<file path="src/rtl/ritc_scan_edge_finder.sv">
// Reduces one phase sweep of scanner results to the first filtered rise/fall step positions.
// Optional RITC_SCAN_EDGE_HIGH_COUNT_EN builds the count of samples equal to 1.
module ritc_scan_edge_finder #(
    parameter int CNT_WIDTH  = 12,
    parameter int FILTER_LEN = 3
) (
    input  logic                 CLK,
    input  logic                 rst_i,
    input  logic                 start_i,
    input  logic                 scan_valid_i,
    input  logic                 scan_bit_i,
    input  logic                 scan_done_i,
    output logic                 busy_o,
    output logic                 result_valid_o,
    output logic                 rise_found_o,
    output logic                 fall_found_o,
    output logic [CNT_WIDTH-1:0] rise_pos_o,
    output logic [CNT_WIDTH-1:0] fall_pos_o,
    output logic [CNT_WIDTH-1:0] step_count_o,
    output logic                 overflow_o,
    output logic [CNT_WIDTH-1:0] high_count_o
);
    localparam logic [CNT_WIDTH-1:0] CNT_MAX = {CNT_WIDTH{1'b1}};
    localparam logic [CNT_WIDTH-1:0] CNT_ONE = CNT_WIDTH'(1);
    localparam logic [3:0]           RUN_LEN = 4'(FILTER_LEN);

    typedef enum logic [1:0] {ST_IDLE, ST_FIRST, ST_TRACK, ST_FLUSH} state_t;

    state_t               r_state, w_state_next;
    logic                 r_result_valid, w_result_next;
    logic                 r_pend, r_cap_vld, r_cap_bit;
    logic [CNT_WIDTH-1:0] r_cap_idx;
    logic [CNT_WIDTH-1:0] r_step, w_step_inc;
    logic                 r_overflow, r_flush_wait;
    logic                 r_ref_vld, r_ref;
    logic [3:0]           r_run, w_run_inc;
    logic [CNT_WIDTH-1:0] r_run_start, w_run_start;
    logic                 r_rise_found, r_fall_found;
    logic [CNT_WIDTH-1:0] r_rise_pos, r_fall_pos;
    logic                 w_sweeping, w_accept, w_end_sweep;

    assign w_sweeping  = (r_state == ST_FIRST) || (r_state == ST_TRACK);
    assign w_accept    = w_sweeping && scan_valid_i && !start_i;
    assign w_end_sweep = w_sweeping && scan_done_i && !start_i;
    assign w_step_inc  = (r_step == CNT_MAX) ? r_step : r_step + CNT_ONE;
    assign w_run_inc   = r_run + 4'd1;
    assign w_run_start = (r_run == 4'd0) ? r_cap_idx : r_run_start;

    always_ff @(posedge CLK) begin
        if (rst_i) begin
            r_state        <= ST_IDLE;
            r_result_valid <= 1'b0;
        end else begin
            r_state        <= w_state_next;
            r_result_valid <= w_result_next;
        end
    end

    always_comb begin
        w_state_next  = r_state;
        w_result_next = 1'b0;
        case (r_state)
            ST_IDLE:  if (start_i) w_state_next = ST_FIRST;
            ST_FIRST: begin
                if (start_i)          w_state_next = ST_FIRST;
                else if (scan_done_i) w_state_next = ST_FLUSH;
                else if (r_cap_vld)   w_state_next = ST_TRACK;
            end
            ST_TRACK: begin
                if (start_i)          w_state_next = ST_FIRST;
                else if (scan_done_i) w_state_next = ST_FLUSH;
            end
            ST_FLUSH: begin
                if (start_i) begin
                    w_state_next = ST_FIRST;
                end else if (!r_flush_wait) begin
                    w_state_next  = ST_IDLE;
                    w_result_next = 1'b1;
                end
            end
            default:  w_state_next = ST_IDLE;
        endcase
    end

    always_ff @(posedge CLK) begin
        if (rst_i || start_i) begin
            r_pend       <= 1'b0;
            r_cap_vld    <= 1'b0;
            r_cap_bit    <= 1'b0;
            r_cap_idx    <= '0;
            r_step       <= '0;
            r_overflow   <= 1'b0;
            r_flush_wait <= 1'b0;
            r_ref_vld    <= 1'b0;
            r_ref        <= 1'b0;
            r_run        <= '0;
            r_run_start  <= '0;
            r_rise_found <= 1'b0;
            r_fall_found <= 1'b0;
            r_rise_pos   <= '0;
            r_fall_pos   <= '0;
        end else begin
            r_pend    <= w_accept;
            r_cap_vld <= r_pend;
            if (r_pend) begin
                r_cap_bit <= scan_bit_i;
                r_cap_idx <= r_step;
                r_step    <= w_step_inc;
                if (w_step_inc == CNT_MAX) r_overflow <= 1'b1;
            end
            // A sample in flight at the end of the sweep costs one extra flush cycle.
            if (w_end_sweep)             r_flush_wait <= scan_valid_i || r_pend;
            else if (r_state == ST_FLUSH) r_flush_wait <= 1'b0;
            if (r_cap_vld) begin
                if (!r_ref_vld) begin
                    r_ref_vld <= 1'b1;
                    r_ref     <= r_cap_bit;
                    r_run     <= '0;
                end else if (r_cap_bit == r_ref) begin
                    r_run <= '0;
                end else if (w_run_inc == RUN_LEN) begin
                    r_ref <= r_cap_bit;
                    r_run <= '0;
                    if (r_cap_bit && !r_rise_found) begin
                        r_rise_found <= 1'b1;
                        r_rise_pos   <= w_run_start;
                    end
                    if (!r_cap_bit && !r_fall_found) begin
                        r_fall_found <= 1'b1;
                        r_fall_pos   <= w_run_start;
                    end
                end else begin
                    r_run       <= w_run_inc;
                    r_run_start <= w_run_start;
                end
            end
        end
    end

`ifdef RITC_SCAN_EDGE_HIGH_COUNT_EN
    logic [CNT_WIDTH-1:0] r_high;

    always_ff @(posedge CLK) begin
        if (rst_i || start_i)
            r_high <= '0;
        else if (r_cap_vld && r_cap_bit && (r_high != CNT_MAX))
            r_high <= r_high + CNT_ONE;
    end

    assign high_count_o = r_high;
`else
    assign high_count_o = '0;
`endif

    assign busy_o         = (r_state != ST_IDLE);
    assign result_valid_o = r_result_valid;
    assign rise_found_o   = r_rise_found;
    assign fall_found_o   = r_fall_found;
    assign rise_pos_o     = r_rise_pos;
    assign fall_pos_o     = r_fall_pos;
    assign step_count_o   = r_step;
    assign overflow_o     = r_overflow;

endmodule

</file>
<file path="config.mk">
export PLATFORM = sky130hd
export DESIGN_NAME = ritc_scan_edge_finder
export DESIGN_NICKNAME = d
export VERILOG_FILES = /design/src/rtl/ritc_scan_edge_finder.sv
export SDC_FILE = /design/constraint.sdc
export NUM_CORES = 1
export LEC_CHECK = 0
export CORE_MARGIN = 4
export CORE_UTILIZATION = 40
export CTS_CLUSTER_SIZE = 20
export DETAILED_ROUTE_END_ITERATION = 6
export PLACE_DENSITY_LB_ADDON = 0.3
export REMOVE_ABC_BUFFERS = 1
export SLEW_MARGIN = 5
export SYNTH_ARGS = -nofsm -noshare
export SYNTH_HDL_FRONTEND = slang
export SYNTH_SLANG_ARGS = --single-unit
export TNS_END_PERCENT = 30
</file>
<file path="constraint.sdc">
create_clock -name CLK -period 2.16 [get_ports CLK]
set_input_delay 0.648 -clock CLK [delete_from_list [all_inputs] [get_ports CLK]]
set_output_delay 0.648 -clock CLK [all_outputs]
set_load 0.005 [all_outputs]
</file>
# After elaboration in Yosys (flattened, before gate mapping)
# Cells that the tools add are included.
# classes
add_sub_neg	2
magnitude_cmp	0
n_reduce_logical	24
muxes	20
n_eq_ne	13
n_div	0
multipliers	0
bitwise	3
shift	0
# op_table
op	n
$eq A12 B12 Y1 const B	2
$mux W12	2
$mux W2	8
$add A12 B1 Y12 const B	1
$mux W4	3
$reduce_and A5 Y1	2
$pmux W2 S4	1
$reduce_and A4 Y1	2
$logic_and A1 B1 Y1	6
$mux W1	6
$ne A3 B3 Y1 const B	2
$add A4 B1 Y4 const B	1
$eq A2 B2 Y1 const B	2
$eq A4 B2 Y1 const B	1
$logic_not A1 Y1	4
$logic_not A4 Y1	1
$ne A2 B2 Y1 const B	2
$ne A4 B4 Y1 const B	1
$reduce_bool A2 Y1	2
$logic_or A1 B1 Y1	3
$not A1 Y1	3
$reduce_and A3 Y1	1
$reduce_or A3 Y1	1
$eq A2 B1 Y1 const B	1
other kinds (4)	4
# word_totals
elab_cells	79
n_memories	0
mem_bits_rw	0
romBits	0
reg_bits	76
in_bits	6
latchBits	0

# Longest topological paths before layout
# depth
ltp_word	5
depth_mapped	8
mapped_depth_nobuf	7

# Worst setup path after synthesis
# Ideal clock, no wire load.
# synth_timing
path_type	flip-flop to flip-flop
start	register r_step[0] (netlist: step_count_o[0])
end	register r_overflow (netlist: overflow_o)
path_stages_with_launch	7
synth_period_minus_slack_ns	1.951
arrival_time_ns	1.892
setup_time_ns	0.059
n_path_buf	0
path_slack_ns	0.209
path_cell_list	dfxtp_1 -> ha_1 -> nand2_2 -> or4_4 -> o32a_1 -> nor4_1 -> a22o_1
# synth_between
elab_chain_len	4
word_cells_on_any_way	5
classes_between	add/sub: 1; eq/ne: 2; mux: 1; reduce/logical: 1
# synth_rtl
element	line_no	rtl
from (decl)	33	logic [CNT_WIDTH-1:0] r_step, w_step_inc;
from (signal assigned)	108	r_step <= w_step_inc;
$add A12 B1 Y12 / $eq A12 B12 Y1 (equally long branches)	45	assign w_step_inc = (r_step == CNT_MAX) ? r_step : r_step + CNT_ONE;
$mux W12 (*)	45	
$eq A12 B12 Y1 (*)	109	if (w_step_inc == CNT_MAX) r_overflow <= 1'b1;
$reduce_and A2 Y1 (no source line) (*)	--	
to (signal assigned)	92	r_overflow <= 1'b0;
to (signal assigned)	109	
to (decl)	34	logic r_overflow, r_flush_wait;
# Mark *: on every way between the ends. The rest lies on a longest branch, timed or not.
# A chain may end at the register's enable or synchronous reset.

# Worst setup path in the final report
# layout_timing
start	register r_state[1]
end	output busy_o
# layout_between
elab_chain_len	1
# layout_rtl
element	line_no	rtl
from (decl)	29	state_t r_state, w_state_next;
from (signal assigned)	54	r_state <= w_state_next;
$reduce_bool A2 Y1	155	assign busy_o = (r_state != ST_IDLE);
to (decl)	13	output logic busy_o,
# No other way between the ends.

==> flow_summary.json <==
{
  "status": "complete, no violations",
  "clock.fmax_ghz": 0.474,
  "finalMaxSlewViolations": 0,
  "antenna-diode-count": 0,
  "ys_warn_count": 0,
  "htree_num_levels": 3,
  "core-area_sq_um": 8680,
  "post-route-util_pct": 50.5,
  "r2r_start": "step_count_o[0]$_SDFFE_PP0P_",
  "syn_area_sq_um": 3560,
  "r2r-end": "overflow_o$_SDFFE_PP0P_",
  "p_leak_nw": 1.80,
  "timing.hold.ws_ps": 461,
  "cts_inserted_buffers": 9,
  "min_to": "fall_pos_o[11]$_SDFFE_PP0P_",
  "synth_common_cells": "dfxtp_1, mux2i_1, nand2_1, nor2_1, a21oi_1",
  "ios": 59,
  "cts_root_buf": "clkbuf_8",
  "grt_use_total_pct": 14.5,
  "vdd_drop_max_mv": 0.233,
  "drt-total-wl_um": 7280,
  "n_fill_cell": 844,
  "placed_area_sq_um": 4170,
  "min-delay-start": "fall_pos_o[11]$_SDFFE_PP0P_",
  "p_per_area_nw_per_um2": 586,
  "hpwl_um": 5040,
  "synth_top_area_share_pct": 42.8,
  "drt-vias-per-instance": 5.09,
  "synthCells": 388,
  "finalSetupTns_ps": 0,
  "synth_cell_types": 50,
  "synth_seq_cells": 76,
  "antenna_found_initial": 0,
  "finalNetCount": 461,
  "post-route-cell-area_sq_um": 4390,
  "hold_depth": 2,
  "syn_area_per_cell_sq_um": 9.16,
  "clk_path_buf_depth": 2,
  "cts_sinks": 76,
  "vias": 2846,
  "ff2ff_path_depth": 6,
  "grt_use_met3_pct": 3.34,
  "rrSetupSlack_ps": 90,
  "fp.dieW_um": 102,
  "cts_tree": "done",
  "hold_violations": 0,
  "die_h_um": 102,
  "grtUsageMet2_pct": 22.0,
  "synth_flop_cell": "dfxtp_1",
  "drt_iter0_markers": 93,
  "grt-busiest-layer": "met2",
  "syn2layout_area_growth_pct": 23.4,
  "seq_area_frac_synth_pct": 42.8,
  "critPathLaunchType": "flip-flop",
  "postSynth.asyncResetShare_pct": 0,
  "fin_skew_ps": 13.3,
  "critPathArrivalTime_ps": 1460,
  "synth.most_common_cell": "dfxtp_1",
  "routedWlPerCell_um": 13.0,
  "synth.area.top_cells": "dfxtp_1, mux2i_1, nand2_1, nor2_1, mux2_2",
  "stdcell_count": 559,
  "path_clk_slew_ps": 90,
  "grt_start_max_net_pins": 41,
  "use_met1_pct": 19.4,
  "yosys.area.top_type": "dfxtp_1",
  "grt_pass1_vias": 2612,
  "rsz0062_at_grt": "false",
  "initial_core_util_pct": 41.0,
  "setup-violations-final": 0,
  "drive_gt1_share_pct": 15.1,
  "grt.overflow.total": 0,
  "gp_congestion": 0.867,
  "firstDrtPassIters": 4,
  "port_buffers": 46,
  "register_area_sq_um": 1530,
  "period_needed_ps": 2110,
  "synth_edf_count": 0,
  "dp_cells": 540,
  "finalCritPeriodShare_pct": 97.6,
  "drv_cap": 0,
  "endpoint_kind": "primary output",
  "design.die.area_sq_um": 10500,
  "required_ps": 1510,
  "hold_class": "flip-flop to flip-flop",
  "crit_path_max_fanout": 3,
  "drc": 0,
  "path_class": "flip-flop to primary output",
  "multi_input_area_sq_um": 1840,
  "clock_latency_ps": 360,
  "antenna_left": 0,
  "grt_pass1_wl_um": 12100,
  "rows": 34
}
==> registers in the layout, indices dropped and copies added (netlist names), 2 cells and up <==
name          count
fall_pos_o       12
r_cap_idx        12
r_run             4
r_run_start      12
r_state           2
rise_pos_o       12
step_count_o     12
==> layout make-up <==
type,count,area share (%)
clock buffers,9,2.82
flip-flops and latches,76,34.8
inverters,9,0.770
clock inverters,7,1.43
repair buffers,70,15.2
well taps,108,3.08
multi-input cells,280,42.0
==> where the power goes <==
part	total (W)	switching, W	internal [W]
sequential	0.00141	0.00000605	0.00141
clock	0.00104	0.000598	0.000444
combinational	0.000119	0.0000669	0.0000520
==> through the flow <==
stage / setup slack (ps) / total power [W]
after detailed placement: 84.9 / 0.00156
after global routing: 2.08 / 0.00267
after CTS: 8.85 / 0.00260
after global placement: 106 / 0.00155
after floorplan: -687 / 0.00150
final: 51.2 / 0.00257
==> cell families after synthesis <==
group / synth area share [%]
flip-flops: 42.8
multiplexers: 18.4
buffers and inverters: 6.83
XOR/XNOR: 0.739
AO/OA/AOI/OAI: 8.97
other: 0.105
AND/OR/NAND/NOR: 19.0
adder cells (fa/ha/maj): 3.17
==> metal layers <==
metal  vias to the layer above  routed length (um)
met5                         -                   0
met4                         0                 129
met3                        11                 400
met2                        76                3200
met1                      1321                3550
li1                       1438                   -
==> critical path, cell delays in order (launching register included) <==
cell and delay, ps:
dfxtp_2 340, inv_1 70, ha_2 180, inv_1 50
clkdlybuf4s50_1 490
==> worst max path at each step <==
stage                       startpoint                           to  slack (ps)  cells past startpoint
2_1_floorplan    r_run[0]$_SDFFE_PP0P_  r_run_start[0]$_SDFFE_PP0P_        -690                      6
3_3_place_gp               scan_done_i      r_state[1]$_SDFFE_PP0P_         110                      5
3_5_place_dp               scan_done_i      r_state[1]$_SDFFE_PP0P_          80                      5
4_1_cts        r_state[0]$_SDFFE_PP0P_                       busy_o           9                      4
5_1_grt        r_state[1]$_SDFFE_PP0P_                       busy_o           2                      4
6_report       r_state[1]$_SDFFE_PP0P_                       busy_o          50                      4
==> cells in the final DEF (no fill, tap or decap), types with 4 or more instances in the layout <==
master	n
nor4_1	4
inv_6	4
clkbuf_8	9
mux2_2	12
ha_1	7
inv_1	8
dfxtp_1	73
conb_1	12
o21ai_0	7
nand3_1	6
a211oi_1	4
and3_1	5
nand2b_1	5
nor3_1	6
nand2_1	51
a21oi_1	15
and2_1	5
clkdlybuf4s50_1	46
nor2_1	45
buf_4	22
mux2i_1	52
==> repair_timing <==
action,4_1_cts,5_1_grt
pin swaps,0,1
buffers inserted,2,1
endpoints found under the setup margin,1,16
hold buffers,0,0
gates resized for setup,3,3
Power figures use the tool's default switching activity.
